==> src/rtl/bin_to_bcd_serial.sv <==
// Serial binary-to-BCD converter (double-dabble, one bit per clock).
// Accepts unsigned or two's-complement input, produces packed BCD digits,
// a sign flag and per-digit leading-zero blanking for the display decoders.
module bin_to_bcd_serial #(
    parameter int WIDTH  = 8,
    parameter int DIGITS = 3
) (
    input  logic                  Clock,
    input  logic                  Reset,
    input  logic                  Start,
    input  logic                  Signed,
    input  logic [WIDTH-1:0]      Bin,
    output logic                  Busy,
    output logic                  Done,
    output logic [4*DIGITS-1:0]   Bcd,
    output logic                  Sign,
    output logic [DIGITS-1:0]     Blank
);

    localparam int CW = $clog2(WIDTH + 1);
    localparam int BW = 4 * DIGITS;

    localparam logic [0:0] IDLE  = 1'b0;
    localparam logic [0:0] SHIFT = 1'b1;

    // Display reads "0": every digit above the units is blanked.
    localparam logic [DIGITS-1:0] BLANK_RST = ~DIGITS'(1);

    // The digit count must hold the largest magnitude, so overflow is impossible.
    generate
        if (10 ** DIGITS <= 2 ** WIDTH) begin : g_digits_check
            $error("bin_to_bcd_serial: DIGITS too small for WIDTH");
        end
    endgenerate

    logic [0:0]          state;
    logic [CW-1:0]       cnt;
    logic [BW-1:0]       bcd_acc;
    logic [WIDTH-1:0]    bin_sh;
    logic                neg;

    logic                in_neg;
    logic [WIDTH-1:0]    mag;
    logic [BW-1:0]       adj;
    logic [BW+WIDTH-1:0] cat_nx;
    logic [BW-1:0]       acc_nx;
    logic [WIDTH-1:0]    sh_nx;
    logic [DIGITS-1:0]   blank_nx;
    logic                zero_above;

    // Magnitude of the input; -2^(WIDTH-1) maps to 2^(WIDTH-1) by modular negation.
    assign in_neg = Signed & Bin[WIDTH-1];
    assign mag    = in_neg ? (~Bin + WIDTH'(1)) : Bin;

    assign Busy = (state == SHIFT);

    // Add-3 correction on every digit that is 5 or more, ahead of the shift.
    always_comb begin
        adj = bcd_acc;
        for (int k = 0; k < DIGITS; k++) begin
            if (bcd_acc[4*k +: 4] >= 4'd5)
                adj[4*k +: 4] = bcd_acc[4*k +: 4] + 4'd3;
        end
    end

    assign cat_nx = {adj, bin_sh} << 1;
    assign acc_nx = cat_nx[BW+WIDTH-1 -: BW];
    assign sh_nx  = cat_nx[WIDTH-1:0];

    // Digit k is blanked when it and every higher digit are zero; units never blank.
    always_comb begin
        blank_nx   = '0;
        zero_above = 1'b1;
        for (int k = DIGITS - 1; k >= 1; k--) begin
            zero_above  = zero_above & (acc_nx[4*k +: 4] == 4'd0);
            blank_nx[k] = zero_above;
        end
    end

    // Control FSM, working registers and the output registers updated on Done.
    always_ff @(posedge Clock or posedge Reset) begin
        if (Reset) begin
            state   <= IDLE;
            cnt     <= '0;
            bcd_acc <= '0;
            bin_sh  <= '0;
            neg     <= 1'b0;
            Done    <= 1'b0;
            Bcd     <= '0;
            Sign    <= 1'b0;
            Blank   <= BLANK_RST;
        end else begin
            Done <= 1'b0;
            case (state)
                IDLE: begin
                    if (Start) begin
                        bcd_acc <= '0;
                        bin_sh  <= mag;
                        neg     <= in_neg;
                        cnt     <= CW'(WIDTH);
                        state   <= SHIFT;
                    end
                end
                SHIFT: begin
                    bcd_acc <= acc_nx;
                    bin_sh  <= sh_nx;
                    cnt     <= cnt - CW'(1);
                    if (cnt == CW'(1)) begin
                        Bcd   <= acc_nx;
                        Sign  <= neg;
                        Blank <= blank_nx;
                        Done  <= 1'b1;
                        state <= IDLE;
                    end
                end
                default: state <= IDLE;
            endcase
        end
    end

endmodule

==> config.mk <==
export PLATFORM = sky130hd
export DESIGN_NAME = bin_to_bcd_serial
export DESIGN_NICKNAME = d
export VERILOG_FILES = /design/src/rtl/bin_to_bcd_serial.sv
export SDC_FILE = /design/constraint.sdc
export NUM_CORES = 1
export LEC_CHECK = 0
export ABC_AREA = 1
export CAP_MARGIN = 40
export CORE_MARGIN = 2
export CORE_UTILIZATION = 54
export CTS_CLUSTER_DIAMETER = 60
export DETAILED_ROUTE_END_ITERATION = 7
export GPL_TIMING_DRIVEN = 0
export PLACE_DENSITY_LB_ADDON = 0.08
export REMOVE_ABC_BUFFERS = 1
export SLEW_MARGIN = 20
export SYNTH_ARGS = -nofsm -noshare
export SYNTH_HDL_FRONTEND = slang
export SYNTH_SLANG_ARGS = --single-unit
==> constraint.sdc <==
create_clock -name Clock -period 1.5 [get_ports Clock]
set_input_delay 0.15 -clock Clock [delete_from_list [all_inputs] [get_ports Clock]]
set_output_delay 0.15 -clock Clock [all_outputs]
set_load 0.05 [all_outputs]
==> run_results.csv, run 1 <==
group,metric,value,unit
outcome,status,"finished, final reports clean",
route,wl_per_cell,13.3,um
hold_path,hold_path.class,"in -> async",
synthesis,ys_warn_count,0,
power,sw_frac_of_total,47.1,%
global_routing,grt_pass1_wl,6980,um
power,irDropWorstVdd,1.37,mV
synthesis,synth.most_common_cell,"nand2_1",
clocking,tritoncts,"done",
critical_path,crit_type,"reg -> reg",
route,vias,1729,
clocking,htree_levels,2,
critical_path,cp.required,1740,ps
power,seq_power_share,33.5,%
timing,max_freq,695,MHz
placement,portBuffers,28,
finish,synthToLayoutAreaGrowth,25.2,%
flow_run,maxCapViolCount,0,
clocking,clockBufferDepth,2,
synthesis,synth-seq-cells,42,
route,drc,0,
critical_path,path_cells,"buf_4 > ha_1 > nand2_1 > nand4_1 > nand2_2 > nand2_1 > nor2_1 > nand2_1 > nand2_1",
critical_path,cp_slowest_cell,"dfrtp_1",
floorplanning,start_util,56.2,%
synthesis,synth_cells,238,
placement,gp_congestion,0.807,
global_routing,overflow,0,
synthesis,synth_common_cells,"46 x nand2_1, 40 x dfrtp_1, 29 x inv_1",
global_routing,antenna_found_initial,0,
synthesis,synth_cell_type_count,26,
timing,finalSetupTns,0,ps
finish,drive_gt1_share,15.3,%
timing,fin_crit_sh,95.9,%
clocking,cts_buffers,5,
timing,finalCriticalPeriod,1440,ps
finish,final_nets,295,
clocking,clockRootBuffer,"clkbuf_8",
floorplanning,dieArea,0.00435,mm^2
synthesis,syn_area,0.00207,mm^2
synthesis,synth_enable_flop_cells,0,
clocking,cts_sinks,42,
finish,final_area,0.00259,mm^2
synthesis,ys_async_sr_fraction,100,%
timing,final.setup.worst_slack,62.1,ps
power,total_power,5.99,mW
global_routing,grt_max_degree,29,
synthesis,synth_top_area_share,48.3,%
power,power_density,2310,mW/mm^2
global_routing,gr-usage-all-layers,21.3,%
synthesis,ys_top_cells_by_area,"dfrtp_1 48%, nand2_1 8.3%, ha_1 5.4%",
floorplanning,core_area,0.00369,mm^2
critical_path,path_common_cell,"nand2_1",
synthesis,syn_avg_cell_area,8.71,um^2
route,ant_nets,0,
route,drt-pass1-iter-count,4,
route,drtIter0Drc,85,
timing,finClkSkew,5.44,ps
clocking,cts.clk_slew.worst_paths,80,ps
power,netSwitchingPower,2.82,mW
floorplanning,fp.dieW,65.9,um
floorplanning,rows,22,
timing,finalSetupViolCount,0,
critical_path,reg2reg_depth,9,
finish,final_util,70.4,%
clocking,clock_latency,300,ps
route,viasPerCell,5.35,
critical_path,cp-start-kind,"register",
placement,place_worst_setup_slack,-405,ps
synthesis,synth.largest_area_cell,"dfrtp_1",
placement,dp_hpwl,2820,um
finish,final_cells,323,
floorplanning,io_pins,30,
timing,rsz0062_at_grt,"true",
timing,hold_violations,0,
power,comb_power_share,51.9,%
floorplanning,die_h,65.9,um
timing,drv_slew,0,
global_routing,grt_pass1_vias,1638,
synthesis,ys.flop_type,"dfrtp_1",
critical_path,max_stage_delay,390,ps
critical_path,critPathMaxFanout,4,
route,wl,4280,um
critical_path,critPathArrivalTime,1680,ps
power,pwr-share-clk,14.5,%
power,cellLeakagePower,1.27,nW
finish,antennaDiodeCount,0,
critical_path,end_kind,"register",
timing,whs,177,ps
placement,placed_cells,308,
placement,placedInstanceArea,0.00240,mm^2
power,p_int,3.17,mW
synthesis,ys_seq_area_share,50.8,%
critical path: cells and delay by family (launching register included):
family | cells | cell delay, ps
AND/OR/NAND/NOR | 7 | 680
flip-flops | 1 | 390
adder cells (fa/ha/maj) | 1 | 180
buffers and inverters | 1 | 140
worst paths after layout:
path                            slack [ps]  startpoint  endpoint
worst max-delay path                    60  bcd_acc[4]  Blank[1]
worst min-delay path                   180       Reset    Bcd[3]
max in group asynchronous              780       Reset  Blank[1]
worst max register to register          60  bcd_acc[4]  Blank[1]
min in group Clock                     450      Signed       neg
worst min register to register         470    Blank[1]  Blank[1]
logic make-up (layout without fill, tap and decap cells):
kind of cell    count (synthesis)  count (layout)  share of synthesized area (%)
fa+ha+maj                       9               9                           5.43
compound gates                 54              54                           14.7
simple gates                   89              90                           19.3
buf+inv                        38              74                           7.43
xor+xnor                        5               5                           2.11
other cells                     1               1                          0.181
flops                          42              42                           50.8
sequential cells by signal (all words and copies together) (netlist names):
signal   flops
Bcd         12
Blank        2
Busy         1
Done         1
Sign         1
bcd_acc     12
bin_sh       8
cnt          4
neg          1
area by class of cell:
cell class | count | area [um^2]
clock inverters | 1 | 30.0
flip-flops and latches | 42 | 1060
repair buffers | 35 | 339
fillers | 299 | 1090
well taps | 48 | 60.1
clock buffers | 7 | 76.3
multi-input cells | 159 | 908
inverters | 31 | 124
layout by cell type, fill, tap and decap left out, types with 2 or more instances in the layout:
| master | instances |
|---|---|
| nor2_1 | 15 |
| dfstp_2 | 2 |
| nor2_4 | 2 |
| a22oi_1 | 7 |
| o21ai_1 | 12 |
| inv_1 | 23 |
| clkdlybuf4s50_1 | 11 |
| nand2_2 | 7 |
| xor2_1 | 3 |
| a21oi_1 | 2 |
| clkbuf_8 | 5 |
| nand3_2 | 2 |
| dlygate4sd2_1 | 14 |
| nand3_1 | 13 |
| nand2_1 | 42 |
| buf_4 | 5 |
| clkbuf_1 | 2 |
| clkinvlp_4 | 2 |
| ha_1 | 9 |
| o22ai_1 | 13 |
| inv_2 | 6 |
| o21ai_0 | 18 |
| clkbuf_2 | 2 |
| dfrtp_1 | 39 |
| and2_1 | 2 |
| nand4_1 | 4 |
repair_timing:
item / 4_1_cts / 5_1_grt
gates cloned: 0 / 1
buffers inserted: 1 / 5
hold buffers: 0 / 0
resized for setup: 26 / 15
pin swaps: 1 / 1
setup endpoints to repair: 44 / 24
power by group through the flow:
stage                     Sequential (mW)  Combinational (mW)  Clock [mW]
final                                2.01                3.11       0.871
after global routing                 2.07                3.46       0.928
after CTS                            1.98                2.90       0.883
after detailed placement             1.99                2.97           0
after global placement               1.97                2.88           0
after floorplan                      2.56                1.55           0
metal layers:
metal	wire, um	global-route usage, %	vias to the layer above
met4	86	9.69	0
li1	-	-	865
met1	1880	25.2	819
met2	2160	37.0	35
met5	0	0	-
met3	148	4.60	10
No activity file was read; power rests on OpenSTA's default activity.
==> run 2, diff against run 1 <==
- SKIP_CTS_REPAIR_TIMING: default -> 1
==> run 2 against run 1 <==
Die area unchanged; register-to-register slack hardly changed; clock skew up 1.3 ps; cell count rose by 1.5%; worst setup slack lost 5.9 ps; worst hold slack improved by 4.1 ps; routed wire length increased by 5.0%; utilization grew 2.5 points.
==> run_results.csv, run 2 (synthesis gave the netlist of run 1 again) <==
group,metric,value,unit
critical_path,critPathMaxFanout,3,
timing,max_freq,693,MHz
global_routing,grt_pass1_wl,6820,um
critical_path,path_common_cell,"nand2_1",
global_routing,grt_pass1_vias,1600,
clocking,cts_sinks,42,
route,drt-pass1-iter-count,4,
finish,largestRegisters,"Bcd x12, bcd_acc x12, bin_sh x8",
global_routing,gr-usage-all-layers,20.8,%
critical_path,reg2reg_depth,11,
outcome,status,"finished, final reports clean",
critical_path,crit_family,"simple AND/OR/NAND/NOR gates",
clocking,clockBufferDepth,2,
clocking,cts_buffers,5,
finish,synthToLayoutAreaGrowth,29.6,%
clocking,tritoncts,"done",
power,cellLeakagePower,1.46,nW
clocking,cts.clk_slew.worst_paths,80,ps
timing,slew_headroom,64.7,%
route,ant_nets,0,
floorplanning,io_pins,30,
critical_path,regToRegEndpoint,"Blank[1]",
hold_path,hold_path.class,"in -> async",
critical_path,rr_startpoint,"bcd_acc[8]",
timing,drv_slew,0,
critical_path,critPathBufInv,2,
critical_path,max_stage_delay,370,ps
clocking,htree_levels,2,
timing,fin_crit_sh,96.3,%
finish,layout_commonest_cell,"nand2_1",
timing,whs,181,ps
power,power_density,2320,mW/mm^2
timing,hold_violations,0,
critical_path,r2r_slack,60,ps
flow_run,maxCapViolCount,0,
clocking,clockRootBuffer,"clkbuf_8",
placement,gp_congestion,0.807,
route,wl,4500,um
finish,final_nets,300,
power,total_power,6.24,mW
floorplanning,start_util,56.2,%
finish,antennaDiodeCount,0,
route,viasPerCell,5.34,
power,irDropWorstVdd,1.40,mV
placement,portBuffers,28,
critical_path,path_cells,"inv_1 > ha_1 > inv_2 > nand2_1 > nand3_1 > nand2_1 > nand2_2 > nand2_1 > nor2_1 > nand2_1 > nand2_1",
clocking,clock_latency,300,ps
placement,placedInstanceArea,0.00240,mm^2
floorplanning,dieArea,0.00435,mm^2
critical_path,cp_slowest_cell,"dfrtp_1",
global_routing,grt_max_degree,29,
placement,dp_hpwl,2820,um
timing,worst_slew_pin_slew,528,ps
critical_path,critPathArrivalTime,1690,ps
floorplanning,core_area,0.00369,mm^2
timing,finalSetupTns,0,ps
global_routing,overflow,0,
critical_path,crit_type,"reg -> reg",
floorplanning,fp.dieW,65.9,um
global_routing,antenna_found_initial,0,
timing,finalCriticalPeriod,1440,ps
finish,drive_gt1_share,17.1,%
finish,final_util,72.8,%
critical_path,cp.required,1750,ps
critical_path,cp-start-kind,"register",
route,drtIter0Drc,75,
timing,finClkSkew,6.76,ps
finish,final_cell_mix,"42 x nand2_1, 39 x dfrtp_1, 22 x inv_1",
route,drc,0,
timing,finalSetupViolCount,0,
floorplanning,die_h,65.9,um
critical_path,end_kind,"register",
finish,final_area,0.00269,mm^2
route,vias,1750,
route,wl_per_cell,13.7,um
finish,fillerInstances,281,
floorplanning,rows,22,
## run 2: changes by cell type in the layout (fill, tap and decap cells not counted), sizes merged
cell           previous run  this run
clkdlybuf4s15             1         0
dlygate4sd2              14         0
dlymetal6s2s              0        16
buf                       7        12
clkbuf                    9         8
## run 2: per-stage QoR
stage / std cells / setup slack, ps
floorplan: 231 / -241
global placement: 307 / -483
detailed placement: 308 / -405
CTS: 316 / -515
global route: 328 / -34.4
finish: 328 / 56.2
## run 2: power breakdown
| part | total (mW) | switching, mW | internal [mW] |
|---|---|---|---|
| Clock | 0.878 | 0.379 | 0.498 |
| Combinational | 3.37 | 2.17 | 1.20 |
| Sequential | 1.99 | 0.347 | 1.65 |
## run 2: final cells by class
type	count	area (um^2)	area share [%]
Tap cell	48	60.1	2.24
Multi-Input combinational cell	159	913	34.0
Timing Repair Buffer	40	425	15.8
Inverter	31	124	4.61
Clock inverter	1	30.0	1.12
Clock buffer	7	76.3	2.84
Sequential cell	42	1060	39.4
## run 2: worst max-delay path by stage
stage          depth (start not counted)     endpoint        from  slack [ps]
2_1_floorplan                          5       cnt[3]        Busy        -240
3_3_place_gp                           2       cnt[3]       Reset        -480
3_5_place_dp                           3  bcd_acc[11]        Busy        -410
4_1_cts                                1         Busy        Busy        -510
5_1_grt                               11     Blank[1]  bcd_acc[8]         -30
6_report                              11     Blank[1]  bcd_acc[8]          60
## run 2: routing by layer
metal | share of wire [%] | global-route usage (%)
met1 | 44 | 25.1
met2 | 50 | 35.4
met3 | 3.9 | 4.60
met4 | 1.9 | 9.69
met5 | 0 | 0
==> run 3, diff against run 2 <==
- CORE_UTILIZATION: 54 -> 48
- clock period: 1.5 -> 1.25 ns (I/O delays scaled with it)
==> run 3 against run 2 <==
The flow now finishes with violations (setup timing); fmax rose by 3.8%; clock skew barely moved; worst hold slack got worse by 65 ps; cell count rose by 7.0%; first-iteration DRC count rose by 5.3%; total power rose by 41%; worst setup slack got worse by 200 ps; critical path depth fell by 2; clock power rose by 2.7%.
==> run_results.csv, run 3 (synthesis gave the netlist of run 1 again) <==
group,metric,value,unit
outcome,status,"complete, but fails checks",
placement,gp_congestion,0.837,
timing,finalSetupViolCount,17,
critical_path,end_kind,"register",
finish,layout_commonest_cell,"dfrtp_1",
timing,hold_violations,0,
power,power_density,2840,mW/mm^2
route,wl,5130,um
route,wl_met1,2160,um
timing,final.setup.worst_slack,-140,ps
clocking,clock_latency,290,ps
timing,drv_slew,0,
global_routing,grt_max_degree,29,
global_routing,grt_pass1_vias,1506,
timing,slew_headroom,66.0,%
placement,placedInstanceArea,0.00240,mm^2
timing,finClkSkew,7.04,ps
finish,final_area,0.00311,mm^2
floorplanning,rows,23,
route,wl_per_cell,14.6,um
hold_path,hold_path.class,"in -> async",
power,total_power,8.82,mW
finish,final_cell_mix,"39 x dfrtp_1, 32 x nand2_1, 24 x buf_4",
critical_path,reg2reg_depth,9,
critical_path,critPathArrivalTime,1630,ps
critical_path,crit_type,"reg -> reg",
global_routing,grt_pass1_wl,6820,um
timing,rsz0062_at_grt,"true",
route,dr.max_layer_used,"met4",
finish,antennaDiodeCount,0,
critical_path,regToRegEndpoint,"Blank[1]",
critical_path,setup.worst_path.start,"bcd_acc[8]",
finish,final_util,76.1,%
critical_path,cp.required,1490,ps
placement,portBuffers,28,
floorplanning,fp.dieW,69.7,um
clocking,cts.clk_slew.worst_paths,80,ps
critical_path,endpoint,"Blank[1]",
outcome,violations,"setup timing",
finish,drive_gt1_share,38.9,%
route,drt-pass1-iter-count,4,
floorplanning,io_pins,30,
floorplanning,dieArea,0.00486,mm^2
clocking,htree_levels,2,
placement,dp_hpwl,2850,um
floorplanning,core_area,0.00409,mm^2
critical_path,cp-start-kind,"register",
route,viasPerCell,5.30,
timing,max_freq,719,MHz
timing,fin_crit_sh,111,%
route,vias,1861,
clocking,clockRootBuffer,"clkbuf_8",
floorplanning,die_h,69.7,um
clocking,tritoncts,"done",
global_routing,antenna_found_initial,0,
finish,final_nets,321,
clocking,cts_buffers,5,
critical_path,rr_startpoint,"bcd_acc[8]",
critical_path,critPathMaxFanout,3,
timing,finalCriticalPeriod,1390,ps
global_routing,gr-usage-all-layers,17.5,%
power,irDropWorstVdd,1.32,mV
clocking,clockBufferDepth,2,
route,drc,0,
floorplanning,start_util,50.7,%
route,ant_nets,0,
route,wl_met3,236,um
critical_path,r2r_slack,-140,ps
flow_run,maxCapViolCount,0,
timing,worst_slew_pin_slew,508,ps
global_routing,overflow,0,
route,wl_met2,2640,um
placement,place_worst_setup_slack,-729,ps
finish,synthToLayoutAreaGrowth,50.2,%
power,cellLeakagePower,1.59,nW
route,drtIter0Drc,79,
finish,largestRegisters,"Bcd x12, bcd_acc x12, bin_sh x8",
clocking,cts_sinks,42,
run 3: cell count changes in the layout (fill, tap and decap cells not counted), sizes merged:
cell,before,now
buf,12,34
dlymetal6s2s,16,14
bufinv,1,0
clkinv,0,1
clkinvlp,2,3
run 3: layout make-up:
| type | instances | area (um^2) |
|---|---|---|
| multi-input combinational | 159 | 1180 |
| sequential | 42 | 1060 |
| fill | 285 | 975 |
| timing repair buffer | 60 | 579 |
| inverter | 31 | 134 |
| clock buffer | 7 | 86.3 |
| tap | 50 | 62.6 |
| clock inverter | 1 | 5.00 |
| timing repair inverter | 1 | 5.00 |
run 3: worst max-delay path, cell delays in order, from the launching register on:
cell,delay [ps]
dfrtp_1,400
buf_4,160
ha_4,160
nand2_2,90
nand4_1,120
nand2_2,130
nand2_2,80
nor2_2,90
nand2_1,50
nand2_1,50
run 3: how the worst min path moves through the flow:
stage                   from    endpoint  slack, ps  cells past startpoint
CTS                    Reset      Bcd[3]        130                      2
global placement    Blank[1]    Blank[1]        460                      2
finish                 Reset  bcd_acc[4]        120                      2
detailed placement     Reset  bcd_acc[2]        450                      2
floorplan             Signed         neg        280                      2
global route           Reset  bcd_acc[4]        150                      2
run 3: power breakdown:
part           switching (mW)  leakage [nW]  total (mW)  internal, mW
sequential              0.458         0.522        2.43          1.98
combinational            3.22          1.02        5.49          2.27
clock                   0.456        0.0482       0.902         0.446
total                    4.13          1.59        8.82          4.69
run 3: per-layer routing:
layer  vias to the layer above  GRT usage (%)
met3                        11           3.49
met1                       874           22.1
met4                         0           7.05
li1                        920              -
met5                         -              0
met2                        56           29.5
run 3: per-stage QoR:
stage,instances,setup TNS [ps],hold WS [ps]
floorplan,231,-14680,285
global placement,309,-46830,456
detailed placement,310,-16960,446
CTS,318,-23160,129
global route,351,-2290,148
finish,351,-730,116
